===== src/rtl/cic_decim_comb.sv =====
// cic_decim_comb: decimate-by-R and N-stage comb (M=1) back end of a CIC decimator.
// Keeps one in every R valid input words. Each kept word then passes through N
// pipelined first-difference stages, using W-bit arithmetic that wraps modulo 2^W.
//
// Ports:
//   clk      rising-edge clock
//   rst      asynchronous active-high reset
//   din      integrator chain output word (wraps modulo 2^W)
//   din_vld  din is valid this cycle
//   dout     comb chain output (registered, holds between strobes)
//   dout_vld single-cycle strobe marking a new dout sample
module cic_decim_comb #(
    parameter int unsigned W = 10,
    parameter int unsigned R = 4,
    parameter int unsigned N = 2
) (
    input  logic         clk,
    input  logic         rst,
    input  logic [W-1:0] din,
    input  logic         din_vld,
    output logic [W-1:0] dout,
    output logic         dout_vld
);

    localparam int unsigned CW = (R > 1) ? $clog2(R) : 1;
    localparam logic [CW-1:0] CNT_LAST = CW'(R - 1);

    logic [CW-1:0] cnt;
    logic          dec;

    // Index 0 is the capture stage; indices 1..N are the comb stages.
    logic [W-1:0] s [0:N];
    logic [W-1:0] d [1:N];
    logic         v [0:N];

    assign dec = din_vld && (cnt == CNT_LAST);

    // Phase counter: advances only on valid input words.
    always_ff @(posedge clk or posedge rst) begin
        if (rst) begin
            cnt <= '0;
        end else if (din_vld) begin
            cnt <= (cnt == CNT_LAST) ? '0 : cnt + CW'(1);
        end
    end

    // Capture register followed by the comb pipeline. Subtraction wraps by design.
    always_ff @(posedge clk or posedge rst) begin
        if (rst) begin
            s[0] <= '0;
            v[0] <= 1'b0;
            for (int k = 1; k <= int'(N); k++) begin
                s[k] <= '0;
                d[k] <= '0;
                v[k] <= 1'b0;
            end
        end else begin
            v[0] <= dec;
            if (dec) begin
                s[0] <= din;
            end
            for (int k = 1; k <= int'(N); k++) begin
                v[k] <= v[k-1];
                if (v[k-1]) begin
                    s[k] <= s[k-1] - d[k];
                    d[k] <= s[k-1];
                end
            end
        end
    end

    assign dout     = s[N];
    assign dout_vld = v[N];

endmodule


===== config.mk =====
export PLATFORM = sky130hd
export DESIGN_NAME = cic_decim_comb
export DESIGN_NICKNAME = d
export VERILOG_FILES = /design/src/rtl/cic_decim_comb.sv
export SDC_FILE = /design/constraint.sdc
export NUM_CORES = 1
export LEC_CHECK = 0
export ABC_AREA = 0
export BUFFER_PORTS_ARGS = -buffer_cell sky130_fd_sc_hd__buf_2
export CORE_UTILIZATION = 54
export CTS_CLUSTER_SIZE = 8
export DETAILED_ROUTE_END_ITERATION = 10
export PLACE_DENSITY = 0.76
export SLEW_MARGIN = 20
export SYNTH_ARGS = -nofsm -noshare
export SYNTH_HDL_FRONTEND = slang
export SYNTH_SLANG_ARGS = --single-unit

===== constraint.sdc =====
create_clock -name clk -period 2.4 [get_ports clk]
set_clock_uncertainty 0.2 [all_clocks]
set_input_delay 0.36 -clock clk [delete_from_list [all_inputs] [get_ports clk]]
set_output_delay 0.36 -clock clk [all_outputs]
set_load 0.005 [all_outputs]

==> results.json, run 1 <==
{
  "outcome": "finished, final reports clean",
  "power.density_nw_per_um2": 1491,
  "regArea_um2": 1376,
  "syn_avg_cell_area_um2": 10.16,
  "final_common_cell": "dfrtp_1",
  "min-delay-start": "din[0]",
  "layout_min_cycle_time_ps": 2248,
  "cts-buffers-inserted": 5,
  "end_kind": "flop",
  "min_path_type": "input port to flop",
  "post_dp_cell_area_um2": 3044,
  "gp_congestion": 0.8960,
  "viasPerCell": 5.289,
  "relSlewSlack_pct": 62.97,
  "ctsLongestPathBuffers": 2,
  "ios": 24,
  "coreArea_um2": 5140,
  "cts_max_level": 2,
  "clkTransAtPathRegs_ps": 90,
  "irDropWorstVdd_mv": 0.7613,
  "r2r-start": "s[20]",
  "crit_chain": "inv_1 -> ha_1 -> inv_1 -> fa_2 -> a211oi_4 -> o211ai_1 -> a31oi_1 -> xnor2_1 -> mux2_2",
  "period_share_pct": 93.66,
  "die_w_um": 75.24,
  "clock_sinks": 55,
  "grt_max_degree": 32,
  "num_vias": 1994,
  "leakage_uw": 0.001463,
  "r2r_cells": 9,
  "worst_ep_arrival_time_ps": 2250,
  "r2r_end": "s[18]",
  "synthesis.nets": 319,
  "diodes": 0,
  "dp_hpwl_um": 3344,
  "multiInputGateArea_um2": 1338,
  "synth.distinct_cells": 29,
  "synth_area_um2": 2897,
  "nNetsFinal": 340,
  "synthCells": 285,
  "cts_tree": "yes",
  "die_height_um": 75.24,
  "design_area_um2": 3163,
  "first_pass_iters": 4,
  "final_util_pct": 61.54,
  "grt_first_pass_wirelength_um": 8224,
  "start_kind": "flop",
  "slowest_stage": "dfrtp_1",
  "io_buffers": 23,
  "yosys_warnings": 0,
  "rows": 26,
  "setup_viol": 0,
  "overflow": 0,
  "max_stage_delay_ps": 380,
  "drive_gt1_share_pct": 20.20,
  "finalPower_uw": 4717,
  "synth-seq-cells": 55,
  "holdPathEnd": "s[20]",
  "worstSetupPathType": "flop to flop",
  "fillers": 456,
  "cp.required_ps": 2400,
  "antenna_found_initial": 0,
  "setup_tns_ps": 0,
  "slew_violations": 0,
  "hold_depth": 3,
  "grt_pass1_vias": 1982,
  "layout_common_cells": "dfrtp_1, nand2_1, o21ai_0",
  "grt_setup_unrepaired": "no",
  "fmax_mhz": 444.9,
  "route.detailed.drc": 0,
  "cp_common_cell": "inv_1",
  "worstPathMaxFanout": 3,
  "dp.cells": 366,
  "final_cells": 377,
  "grt_use_total_pct": 19.41,
  "drtIter0Drc": 74,
  "dieArea_um2": 5661,
  "insertion_delay_ps": 310,
  "yosysSeqAreaShare_pct": 47.52,
  "clock-root-buffer": "clkbuf_8",
  "worstMarginPinSlew_ps": 554.6,
  "start_util_pct": 56.35,
  "wl_per_cell_um": 12.39,
  "totalWireLength_um": 4670,
  "area_growth_pct": 9.201,
  "maxCapViolations": 0,
  "hold_viol": 0,
  "r2r_setup_slack_ps": 150,
  "ant_nets": 0
}
-- worst max-delay path: cells and delay by family, from the launching register on --
family	cells	cell delay, ps
DFF	1	380
muxes	1	260
xor gates and xnor gates	1	80
adders and majority gates	2	540
AOI/OAI and AO/OA	3	560
buffers and inverters	2	130
-- Yosys cell counts --
| cell | count | area [um2] |
|---|---|---|
| clkbuf_1 | 6 | 22.52 |
| xnor2_1 | 6 | 52.55 |
| a21oi_1 | 14 | 70.07 |
| nor3_1 | 4 | 20.02 |
| a21o_2 | 2 | 17.52 |
| nand2b_1 | 5 | 31.28 |
| o21ai_1 | 2 | 10.01 |
| o21ai_0 | 29 | 145.1 |
| o211ai_1 | 2 | 15.01 |
| a211oi_1 | 6 | 45.04 |
| xor2_1 | 4 | 35.03 |
| nand2_1 | 32 | 120.1 |
| dfrtp_1 | 55 | 1376 |
| o21a_1 | 4 | 30.03 |
| buf_4 | 10 | 75.07 |
| mux2_2 | 20 | 225.2 |
| a21o_1 | 2 | 15.01 |
| or3_1 | 2 | 12.51 |
| o2bb2ai_1 | 2 | 17.52 |
| a211oi_2 | 2 | 25.02 |
| o31ai_1 | 2 | 15.01 |
| fa_1 | 2 | 40.04 |
| mux2i_1 | 3 | 30.03 |
| a31oi_1 | 4 | 25.02 |
| nor2_1 | 16 | 60.06 |
| nor2b_1 | 2 | 12.51 |
| a211o_1 | 2 | 17.52 |
| inv_1 | 26 | 97.59 |
| ha_1 | 19 | 237.7 |
-- through the flow --
stage | setup slack, ps | hold slack [ps]
floorplan | 170.3 | 192.1
global placement | 80.47 | 217.1
detailed placement | 37.54 | 225.2
CTS | 4.243 | 60.04
global route | 10.04 | 63.26
finish | 152.2 | 68.80
-- cell type report --
| class | instances | area share (%) |
|---|---|---|
| flip-flops and latches | 55 | 43.51 |
| clock buffers | 7 | 2.413 |
| repair buffers | 30 | 5.775 |
| multi-input cells | 188 | 42.29 |
| inverters | 26 | 3.085 |
| well taps | 70 | 2.769 |
| clock inverters | 1 | 0.1582 |
-- layer usage --
metal  wire length, um  GRT usage (%)  share of wire, %
met5                 0              0                 0
met4                72          7.613               1.5
met3               141          4.016               3.0
met2              2208          35.04                47
met1              2247          22.68                48
-- cells by family (layout without fill, tap and decap cells) --
family | after synthesis | after routing | share of synthesized area (%)
muxes | 23 | 23 | 8.812
adders and majority gates | 21 | 21 | 9.590
AOI/OAI and AO/OA | 73 | 73 | 15.46
and+or+nand+nor | 61 | 61 | 8.855
DFF | 55 | 55 | 47.52
buffers and inverters | 42 | 64 | 6.738
xor gates and xnor gates | 10 | 10 | 3.024
-- power by group --
part | total (uW) | internal [uW] | switching [uW]
clock network | 492 | 206 | 286
registers | 1600 | 1350 | 245
logic | 2630 | 1240 | 1390
-- repair_timing --
action	4_1_cts	5_1_grt
hold buffers	1	0
endpoints found under the hold margin	24	0
buffers inserted	0	2
resized for setup	0	3
endpoints found under the setup margin	0	4
-- state kept, by name (all words and copies together), names as in the netlist --
register,count
s,20
v,2
dout,10
dout_vld,1
cnt,2
d,20
-- how the worst max path moves through the flow --
stage	startpoint	endpoint	slack [ps]	cells after the start
3_5_place_dp	s[20]	s[16]	40	9
2_1_floorplan	s[10]	dout[8]	170	9
4_1_cts	s[20]	s[18]	4	9
6_report	s[20]	s[18]	150	9
5_1_grt	s[20]	s[18]	10	9
3_3_place_gp	s[20]	s[18]	80	9
(Power assumes the default switching activity.)
==> run 2: changes to the inputs <==
- CELL_PAD_IN_SITES_DETAIL_PLACEMENT: not set -> 1
- CELL_PAD_IN_SITES_GLOBAL_PLACEMENT: not set -> 2
- CORE_UTILIZATION: 54 -> 35
- PLACE_DENSITY: 0.76 -> not set
- PLACE_DENSITY_LB_ADDON: not set -> 0.1
==> run 2 against run 1 <==
Via count increased by 0.80%. Final cell count increased by 8.8%. Sequential share of layout area decreased by 0.94 points. Hold slack got worse by 27 ps. Global-route usage decreased by 4.5 points. Die area increased by 53%. Maximum frequency decreased by 2.3%. Sequential power about the same. First-iteration DRC count decreased by 4.1%. Largest power group unchanged.
==> results.json, run 2 (synthesis gave the netlist of run 1 again) <==
{
  "outcome": "finished, final reports clean",
  "io_buffers": 23,
  "grt_max_degree": 56,
  "first_pass_iters": 4,
  "ios": 24,
  "start_util_pct": 36.91,
  "worstPathMaxFanout": 3,
  "layout_min_cycle_time_ps": 2301,
  "cts_max_level": 2,
  "min_path_type": "input port to asynchronous set/reset pin",
  "drtIter0Drc": 71,
  "hold_buffers": 0,
  "power.density_nw_per_um2": 1539,
  "hold_viol": 0,
  "leakage_uw": 0.001468,
  "cp.required_ps": 2410,
  "overflow": 0,
  "worstSetupPathType": "flop to flop",
  "fmax_mhz": 434.7,
  "irDropWorstVdd_mv": 0.5142,
  "grt_first_pass_wirelength_um": 10120,
  "cts_tree": "yes",
  "drive_gt1_share_pct": 23.05,
  "relSlewSlack_pct": 50.65,
  "slew_violations": 0,
  "setup_tns_ps": 0,
  "period_share_pct": 95.86,
  "cts-buffers-inserted": 5,
  "final_common_cell": "dfrtp_1",
  "grt_use_total_pct": 14.87,
  "route.detailed.drc": 0,
  "layout_common_cells": "dfrtp_1, nand2_1, o21ai_0",
  "worstMarginPinSlew_ps": 740.3,
  "end_kind": "flop",
  "wl_per_cell_um": 13.97,
  "final_util_pct": 41.20,
  "nNetsFinal": 341,
  "r2r_end": "dout[8]",
  "antenna_found_initial": 0,
  "die_w_um": 92.97,
  "area_growth_pct": 11.62,
  "design_area_um2": 3233,
  "setup_slack_ps": 99.48,
  "setup_viol": 0,
  "rows": 32,
  "diodes": 0,
  "r2r_setup_slack_ps": 100,
  "pre_cts_ws_ps": 5.178,
  "dieArea_um2": 8643,
  "worst_ep_arrival_time_ps": 2310,
  "r2r_cells": 9,
  "ctsLongestPathBuffers": 2,
  "coreArea_um2": 7848,
  "r2r-start": "s[10]",
  "dp_hpwl_um": 4019,
  "gp_congestion": 0.7824,
  "totalWireLength_um": 5727,
  "die_height_um": 92.97,
  "ant_nets": 0,
  "post_dp_cell_area_um2": 3094,
  "clock_sinks": 55,
  "fillers": 893,
  "num_vias": 2010,
  "grt_pass1_vias": 2073,
  "start_kind": "flop",
  "viasPerCell": 4.902,
  "clock-root-buffer": "clkbuf_8",
  "grt_setup_unrepaired": "yes",
  "clkTransAtPathRegs_ps": 110,
  "final_cells": 410,
  "insertion_delay_ps": 310,
  "maxCapViolations": 0,
  "dp.cells": 401
}
-- run 2: power breakdown --
| group | switching (uW) | internal (uW) | leakage [uW] |
|---|---|---|---|
| clock | 318 | 204 | 0.0000402 |
| sequential | 258 | 1350 | 0.000670 |
| combinational | 1510 | 1330 | 0.000757 |
| total | 2080 | 2890 | 0.00147 |
-- run 2: area by class of cell --
cell class | instances | area [um2] | share of cell area [%]
clock buffer | 5 | 68.82 | 2.128
clock inverter | 3 | 20.02 | 0.6192
inverter | 26 | 97.59 | 3.019
multi-input combinational | 188 | 1368 | 42.30
sequential | 55 | 1376 | 42.57
tap | 102 | 127.6 | 3.947
timing repair buffer | 31 | 175.2 | 5.418
-- run 2: stage by stage --
step / power [uW] / hold WS (ps)
4_1_cts: 4925 / 63.07
3_5_place_dp: 4364 / 273.0
5_1_grt: 5527 / 57.64
2_1_floorplan: 3707 / 192.1
3_3_place_gp: 4300 / 258.4
6_report: 4977 / 42.09
-- run 2: critical path, cell delays in order, from the launching register on --
cell,delay (ps)
dfrtp_1,400
inv_1,60
ha_2,180
inv_2,40
fa_2,380
a211oi_4,270
o211ai_1,120
a31oi_1,210
xnor2_1,100
mux2_4,260
-- run 2: worst max path at each step --
stage,startpoint,end,slack [ps]
6_report,s[10],dout[8],100
4_1_cts,s[10],dout[8],9
3_5_place_dp,s[10],dout[8],5
5_1_grt,s[10],dout[8],-40
3_3_place_gp,s[10],dout[8],70
2_1_floorplan,s[10],dout[8],170
-- run 2: metal layers --
metal | global-route usage, % | share of wire (%) | vias to the layer above
met1 | 20.47 | 52 | 974
li1 | - | - | 1005
met3 | 2.927 | 2.1 | 6
met4 | 4.231 | 1.3 | 0
met2 | 23.77 | 45 | 25
met5 | 0 | 0 | -
-- run 2: repair_timing --
item / 4_1_cts / 5_1_grt
pin swaps: 1 / 12
endpoints found under the setup margin: 1 / 4
gates resized for setup: 0 / 13
setup buffers: 0 / 1
==> run 3: changes to the inputs <==
- CORE_MARGIN: not set -> 5
- CORE_UTILIZATION: 35 -> 41
- clock period: 2.4 -> 2.9 ns (I/O delays scaled with it)
==> run 3 against run 2 <==
Register-to-register slack better by 410 ps. Clock-buffer cell count is 1 higher. Flip-flop and latch count is the same. Power shrank 20%. Design area decreased by 1.8%. Wire length fell by 7.9%. Maximum frequency is 3.6% lower. First-iteration DRC count shrank 37%. Global-route usage fell by 1.2 points. Via count fell by 1.4%. Hold slack better by 67 ps. Critical path type unchanged. Largest cell class unchanged.
==> results.json, run 3 (synthesis gave the netlist of run 1 again) <==
{
  "start_kind": "flop",
  "worstSetupPathType": "flop to flop",
  "final_common_cell": "dfrtp_1",
  "ant_nets": 0,
  "fillers": 788,
  "wl_met2_um": 2454,
  "nNetsFinal": 336,
  "ctsLongestPathBuffers": 2,
  "worstPathMaxFanout": 3,
  "period_share_pct": 82.29,
  "layout_common_cells": "dfrtp_1, nand2_1, o21ai_0",
  "design_area_um2": 3174,
  "power.density_nw_per_um2": 1254,
  "grt_first_pass_wirelength_um": 9646,
  "swShare_pct": 40.25,
  "drtIter0Drc": 45,
  "rows": 30,
  "start_util_pct": 42.40,
  "clkTransAtPathRegs_ps": 110,
  "r2r_end": "s[18]",
  "relSlewSlack_pct": 53.47,
  "cts_tree": "yes",
  "die_height_um": 94.05,
  "slew_violations": 0,
  "coreArea_um2": 6832,
  "post_dp_cell_area_um2": 3057,
  "viasPerCell": 4.967,
  "met1_length_um": 2595,
  "cts_setup_buffers": 0,
  "r2r_setup_slack_ps": 510,
  "critPathLaunch": "s[20]",
  "leakage_uw": 0.001460,
  "num_vias": 1982,
  "overflow": 0,
  "diodes": 0,
  "worstMarginPinSlew_ps": 698.0,
  "cp.required_ps": 2910,
  "p_switching_uw": 1603,
  "timing.critical_path.to": "s[18]",
  "r2r-start": "s[20]",
  "combinationalPowerShare_pct": 53.3,
  "min_path_type": "input port to asynchronous set/reset pin",
  "clock-root-buffer": "clkbuf_8",
  "dieArea_um2": 8845,
  "gp_congestion": 0.8450,
  "drive_gt1_share_pct": 19.47,
  "grt_setup_unrepaired": "no",
  "intPower_uw": 2379,
  "ios": 24,
  "routed.top_layer": "met4",
  "fin_worst_hold_slack_ps": 108.6,
  "cts_repair_resize_count": 0,
  "clock_sinks": 55,
  "grt_pass1_vias": 2086,
  "cts_max_level": 2,
  "first_pass_iters": 4,
  "p_clk_share_pct": 13.4,
  "totalWireLength_um": 5272,
  "grt_use_total_pct": 13.65,
  "end_kind": "flop",
  "fmax_mhz": 419.0,
  "irDropWorstVdd_mv": 0.4275,
  "setup_tns_ps": 0,
  "maxCapViolations": 0,
  "worst_ep_arrival_time_ps": 2390,
  "grt_max_degree": 56,
  "hold_buffers": 0,
  "layout_min_cycle_time_ps": 2386,
  "cts-buffers-inserted": 5,
  "dp_hpwl_um": 3842,
  "setup_viol": 0,
  "antenna_found_initial": 0,
  "area_growth_pct": 9.589,
  "wl_per_cell_um": 13.21,
  "r2r_cells": 9,
  "route.detailed.drc": 0,
  "outcome": "finished, final reports clean",
  "hold_viol": 0,
  "seqPwrFrac_pct": 33.3,
  "io_buffers": 23,
  "met3WireLength_um": 149,
  "die_w_um": 94.05,
  "insertion_delay_ps": 310
}
[run 3: through the flow]
step / instances / power [uW] / util [%] / setup WS (ps)
CTS: 399 / 4058 / 46.47 / 486.1
finish: 399 / 3982 / 46.47 / 513.5
detailed placement: 391 / 3498 / 44.74 / 506.3
global placement: 391 / 3468 / 44.74 / 545.6
floorplan: 285 / 3068 / - / 670.3
global route: 399 / 4445 / 46.47 / 336.6
[run 3: cell type report]
class | count | area [um2] | share of cell area, %
flip-flops and latches | 55 | 1376 | 43.36
multi-input cells | 188 | 1325 | 41.74
repair buffers | 26 | 137.6 | 4.336
clock inverters | 2 | 35.03 | 1.104
inverters | 26 | 97.59 | 3.075
clock buffers | 6 | 82.58 | 2.602
well taps | 96 | 120.1 | 3.784
[run 3: power by group through the flow]
| stage | clock network (uW) | logic [uW] | registers, uW |
|---|---|---|---|
| 2_1_floorplan | 0 | 1780 | 1290 |
| 6_report | 533 | 2120 | 1330 |
| 3_3_place_gp | 0 | 2130 | 1340 |
| 4_1_cts | 558 | 2170 | 1340 |
| 5_1_grt | 593 | 2470 | 1380 |
| 3_5_place_dp | 0 | 2150 | 1350 |
[run 3: critical path, cell delays in order, from the launching register on]
cell and delay (ps):
dfrtp_1 390, inv_1 70, ha_1 150, inv_1 50, fa_1 420, a211oi_2 320, o211ai_1 150, a31oi_1 210
xnor2_1 80, mux2_2 260
[run 3: how the worst min path moves through the flow]
stage / end / slack (ps) / cells past startpoint
global route: s[23] / 140 / 2
floorplan: dout_vld / 190 / 0
CTS: s[24] / 140 / 2
global placement: dout[3] / 260 / 1
finish: dout[5] / 110 / 3
detailed placement: dout[5] / 270 / 2
[run 3: layer usage]
metal  track usage [%]  vias to the layer above
met5                 0                        -
met1             17.49                      962
met3             3.205                        6
li1                  -                      993
met2             22.71                       21
met4             4.332                        0
